<file path="config.mk">
export PLATFORM = sky130hd
export DESIGN_NAME = mul_div_unit
export DESIGN_NICKNAME = d
export VERILOG_FILES = /design/src/rtl/mul_div_unit.sv
export SDC_FILE = /design/constraint.sdc
export NUM_CORES = 1
export LEC_CHECK = 0
export BUFFER_PORTS_ARGS = -buffer_cell sky130_fd_sc_hd__buf_2
export CAP_MARGIN = 20
export CORE_UTILIZATION = 56
export DETAILED_ROUTE_END_ITERATION = 8
export PLACE_DENSITY_LB_ADDON = 0.05
export SYNTH_ARGS = -nofsm -noshare
export SYNTH_HDL_FRONTEND = slang
export SYNTH_SLANG_ARGS = --single-unit
</file>
<file path="constraint.sdc">
create_clock -name clk_i -period 6.9 [get_ports clk_i]
set_input_delay 0.345 -clock clk_i [delete_from_list [all_inputs] [get_ports clk_i]]
set_output_delay 0.345 -clock clk_i [all_outputs]
set_load 0.02 [all_outputs]
</file>
<file path="src/rtl/mul_div_unit.sv">
// Iterative multiply/divide unit: shift-add multiply and restoring divide,
// one bit per cycle, with sign fix-up and registered HI/LO results.
module mul_div_unit #(
    parameter int WIDTH = 32
) (
    input  logic             clk_i,
    input  logic             rst_i,
    input  logic             start_i,
    input  logic [1:0]       op_i,
    input  logic [WIDTH-1:0] src1_i,
    input  logic [WIDTH-1:0] src2_i,
    output logic             busy_o,
    output logic             done_o,
    output logic [WIDTH-1:0] hi_o,
    output logic [WIDTH-1:0] lo_o,
    output logic             div_zero_o
);

    localparam int CNT_W = $clog2(WIDTH);

    typedef enum logic [1:0] {
        S_IDLE,
        S_RUN,
        S_FIX
    } state_t;

    state_t             state_q, state_d;
    logic [CNT_W-1:0]   cnt_q, cnt_d;
    logic               is_div_q, is_div_d;
    logic               s1_q, s1_d;
    logic               s2_q, s2_d;
    logic               dz_q, dz_d;
    logic [WIDTH-1:0]   a_q, a_d;
    logic [WIDTH-1:0]   b_q, b_d;
    logic [WIDTH-1:0]   rem_q, rem_d;
    logic [2*WIDTH-1:0] acc_q, acc_d;
    logic [WIDTH-1:0]   hi_q, hi_d;
    logic [WIDTH-1:0]   lo_q, lo_d;
    logic               div_zero_q, div_zero_d;
    logic               done_q, done_d;

    logic [WIDTH:0]     rem_shift;
    logic               rem_ge;
    logic [WIDTH:0]     mul_sum;
    logic [2*WIDTH-1:0] prod_fix;
    logic [WIDTH-1:0]   quo_fix;
    logic [WIDTH-1:0]   rem_fix;

    always_comb begin
        state_d    = state_q;
        cnt_d      = cnt_q;
        is_div_d   = is_div_q;
        s1_d       = s1_q;
        s2_d       = s2_q;
        dz_d       = dz_q;
        a_d        = a_q;
        b_d        = b_q;
        rem_d      = rem_q;
        acc_d      = acc_q;
        hi_d       = hi_q;
        lo_d       = lo_q;
        div_zero_d = div_zero_q;
        done_d     = 1'b0;

        // Divide: a_q shifts the dividend out at the top and the quotient in at the bottom.
        rem_shift = {rem_q, a_q[WIDTH-1]};
        rem_ge    = (rem_shift >= {1'b0, b_q});
        // Multiply: add into the upper half, then shift the whole accumulator right.
        mul_sum   = {1'b0, acc_q[2*WIDTH-1:WIDTH]} + (b_q[0] ? {1'b0, a_q} : '0);

        prod_fix = (s1_q ^ s2_q) ? -acc_q : acc_q;
        quo_fix  = (s1_q ^ s2_q) ? -a_q : a_q;
        rem_fix  = s1_q ? -rem_q : rem_q;

        case (state_q)
            S_IDLE: begin
                if (start_i) begin
                    state_d  = S_RUN;
                    cnt_d    = '0;
                    is_div_d = op_i[1];
                    s1_d     = op_i[0] & src1_i[WIDTH-1];
                    s2_d     = op_i[0] & src2_i[WIDTH-1];
                    a_d      = s1_d ? -src1_i : src1_i;
                    b_d      = s2_d ? -src2_i : src2_i;
                    dz_d     = op_i[1] && (src2_i == '0);
                    rem_d    = '0;
                    acc_d    = '0;
                end
            end
            S_RUN: begin
                cnt_d = cnt_q + 1'b1;
                if (is_div_q) begin
                    rem_d = rem_ge ? WIDTH'(rem_shift - {1'b0, b_q}) : rem_shift[WIDTH-1:0];
                    a_d   = {a_q[WIDTH-2:0], rem_ge};
                end else begin
                    acc_d = {mul_sum, acc_q[WIDTH-1:1]};
                    b_d   = b_q >> 1;
                end
                if (cnt_q == CNT_W'(WIDTH-1)) begin
                    state_d = S_FIX;
                end
            end
            S_FIX: begin
                state_d    = S_IDLE;
                done_d     = 1'b1;
                div_zero_d = dz_q;
                if (!is_div_q) begin
                    {hi_d, lo_d} = prod_fix;
                end else if (dz_q) begin
                    // Zero divisor: the remainder has collected the captured dividend.
                    hi_d = rem_q;
                    lo_d = '1;
                end else begin
                    hi_d = rem_fix;
                    lo_d = quo_fix;
                end
            end
            default: begin
                state_d = S_IDLE;
            end
        endcase
    end

    always_ff @(posedge clk_i or posedge rst_i) begin
        if (rst_i) begin
            state_q    <= S_IDLE;
            cnt_q      <= '0;
            is_div_q   <= 1'b0;
            s1_q       <= 1'b0;
            s2_q       <= 1'b0;
            dz_q       <= 1'b0;
            a_q        <= '0;
            b_q        <= '0;
            rem_q      <= '0;
            acc_q      <= '0;
            hi_q       <= '0;
            lo_q       <= '0;
            div_zero_q <= 1'b0;
            done_q     <= 1'b0;
        end else begin
            state_q    <= state_d;
            cnt_q      <= cnt_d;
            is_div_q   <= is_div_d;
            s1_q       <= s1_d;
            s2_q       <= s2_d;
            dz_q       <= dz_d;
            a_q        <= a_d;
            b_q        <= b_d;
            rem_q      <= rem_d;
            acc_q      <= acc_d;
            hi_q       <= hi_d;
            lo_q       <= lo_d;
            div_zero_q <= div_zero_d;
            done_q     <= done_d;
        end
    end

    assign busy_o     = (state_q != S_IDLE);
    assign done_o     = done_q;
    assign hi_o       = hi_q;
    assign lo_o       = lo_q;
    assign div_zero_o = div_zero_q;

endmodule

</file>
==> results.md <==
* Run status: finished, violations left
* Failing checks: negative hold slack
* Least-Margin Pin Slew at 1.035 ns
* Number of global-route vias before repair at 14467
* Final Setup Violations at 0
* Clk Latency, worst-skew pair at 0.57 ns
* Routability cong. at 0.9361
* Share of cells above drive strength 1 at 0.1097
* Post-route ant nets at 0
* Area growth syn-to-layout at 10.95%
* CP most frequent cell: a211oi_1
* Total gr overflow at 0
* DR WL/cell at 19.91 um
* Mapped Area at 0.01728 mm^2
* Max-slew violation count at 0
* Worst-path clk slew at 0.06 ns
* Nets at 2311
* Leading cell type in the layout, fill and taps excluded: o21ai_0
* Critical Path Fanout Max at 34
* Initial antenna violation count at 1
* Placed cell count at 2528
* Post-synth EDFFs at 0
* Die area at 0.03156 mm^2
* Design Area, Final at 0.01917 mm^2
* Initial Utilization at 0.5754
* HP Class: in2async
* Final core utilization at 0.6384
* # diodes at 0
* Post-DR vias/cell at 6.175
* First-pass GRT wire length at 80570 um
* Die H at 177.7 um
* Top cell type's share of synthesized area at 0.3432
* Critical path class: reg2reg
* Post-DP HPWL at 38490 um
* Critical Path Start Type: flip-flop
* Maximum VDD drop at 0.3886 mV
* Largest net degree at the start of global routing at 129
* CTS H-tree depth at 1
* Power density over the cells at 551.8 mW/mm^2
* IO Port Bufs at 135
* Synth area leader: dfrtp_1
* Via count at 15919
* Critical Path RT at 7.31 ns
* Clk sinks at 237
* Top cells by area, synth: dfrtp_1 34%, o21ai_0 7.4%, xor2_1 6.2%
* Max_cap viols at 0
* Critical Path End Type: flip-flop
* Syn avg cell area at 8.217 um^2
* Rel. slew slack at 0.3077
* TritonCTS Buffers at 26
* Leak Pwr at 8.569 nW
* Ys flop type: dfrtp_1
* Final Hold Viols at 29
* CTS max path bufs at 3
* Post-CTS Setup Bufs at 0
* CTS tree: yes
* Die width at 177.7 um
* Critical path's largest stage delay at 0.85 ns
* Final wirelength at 51330 um
* Root buf cell: clkbuf_16
* Fin Hold WS at -0.03578 ns
* Crit path cell chain: ha_1 > inv_1 > fa_1 > a211o_1 > a211oi_1 > o21bai_1 > a21o_1 > a221oi_1 > o31ai_1 > a211oi_1 > xor2_1 > o21ai_0
* Synth cell types at 82
* DR pass1 iterations at 5
* FP Rows at 63
* Drt initial violations at 1447
* Post-place instance area at 0.01814 mm^2
* Fmax at 0.2323 GHz
* Tcrit/Tclk final at 0.6238
* # IOs at 136
* Skew final at 0.04004 ns
* RSZ-0062 raised after global routing: false
* Period minus WS final at 4.304 ns
* Sequential share of the synthesized area at 0.3432
* GRT Util Overall at 0.3275
* Synthesized Nets at 2246
* Slowest CP cell: dfrtp_1
* Asr flop ratio synth at 1.000
* Worst endpoint data arrival time at 4.71 ns
* Setup TNS at 0 ns
* Synth Instances at 2103
* # DRC at 0
* Synth warn at 0
* #FFs+latches synth at 237
* Most frequent cells in the layout: 255 x o21ai_0, 236 x dfrtp_1, 229 x nand2_1
* Final std cells w/o fill at 2578
* Core area at 0.03003 mm^2
==> repair_timing <==
action | CTS | global route
hold buffers | 1 | 0
hold endpoints to repair | 1 | 0
resized for setup | 0 | 0
==> state kept, by name, indices dropped and copies added (netlist names), 2 cells and up <==
name     count
cnt_q        5
hi_o        32
state_q      2
b_q         32
a_q         32
rem_q       32
acc_q       64
lo_o        32
==> per-stage QoR <==
step                      total power, W  setup WS, ns
final                            0.01058         2.596
after global routing             0.01136         2.200
after CTS                        0.01047         2.618
after detailed placement        0.008802         2.626
after global placement          0.008694         2.682
after floorplan                 0.007090       0.05195
==> critical path, delay by kind of cell (launching register included) <==
kind | cells | cell delay (ns)
xor gates and xnor gates | 1 | 0.16
DFF | 1 | 0.85
adders and majority gates | 2 | 0.76
AOI/OAI and AO/OA | 8 | 2.31
buffers and inverters | 1 | 0.07
==> power breakdown <==
group	internal [W]	switching (W)	total, W	leakage, nW
clock	0.00104	0.000594	0.00163	0.494
sequential	0.00185	0.000842	0.00269	2.99
combinational	0.00244	0.00382	0.00626	5.09
==> logic make-up after synthesis <==
group	after synthesis	synth area share
buffers and inverters	183	0.04496
AOI/OAI and AO/OA	732	0.2568
DFF	237	0.3432
and+or+nand+nor	643	0.1812
adders and majority gates	74	0.05445
xor gates and xnor gates	224	0.1135
muxes	10	0.005865
==> Yosys cell counts (all sizes together) (16+ instances only) <==
| cell type | count |
|---|---|
| o31ai | 28 |
| nor4 | 21 |
| a21oi | 204 |
| or4 | 22 |
| clkbuf | 98 |
| ha | 72 |
| nor2 | 169 |
| nor3 | 36 |
| xnor2 | 102 |
| a31oi | 16 |
| a22o | 36 |
| xor2 | 122 |
| nand2b | 18 |
| dfrtp | 237 |
| o22ai | 39 |
| or3 | 31 |
| and2 | 43 |
| o41ai | 17 |
| inv | 66 |
| nand3 | 16 |
| a21o | 36 |
| buf | 18 |
| o21ai | 258 |
| nand2 | 229 |
==> per-layer routing <==
metal / up-vias / global-route usage / wire length, um
met1: 7530 / 0.4950 / 24010
met5: - / 0 / 0
met2: 608 / 0.4727 / 21450
li1: 7699 / - / -
met4: 0 / 0.09402 / 1376
met3: 82 / 0.05827 / 4498
==> final cells by class <==
type                       instances  area [um^2]
fill                            2635        10860
inverter                          66        255.2
timing repair buffer             154        838.3
sequential                       237         5932
clock inverter                    12        251.5
tap                              390        488.0
clock buffer                      36        768.2
multi-input combinational       1683        10640
==> final timing paths <==
path | from | end | slack (ns) | cells after the start
setup reg to reg | b_q[0] | rem_q[24] | 2.60 | 12
setup / recovery | b_q[0] | rem_q[24] | 2.60 | 12
hold / removal | rst_i | acc_q[52] | -0.04 | 2
min in group clk_i | src2_i[31] | b_q[31] | 0.12 | 3
max in group asynchronous | rst_i | acc_q[35] | 5.42 | 3
hold reg to reg | hi_o[26] | hi_o[26] | 0.47 | 2
Note: power is estimated with default switching activity, not from simulation.
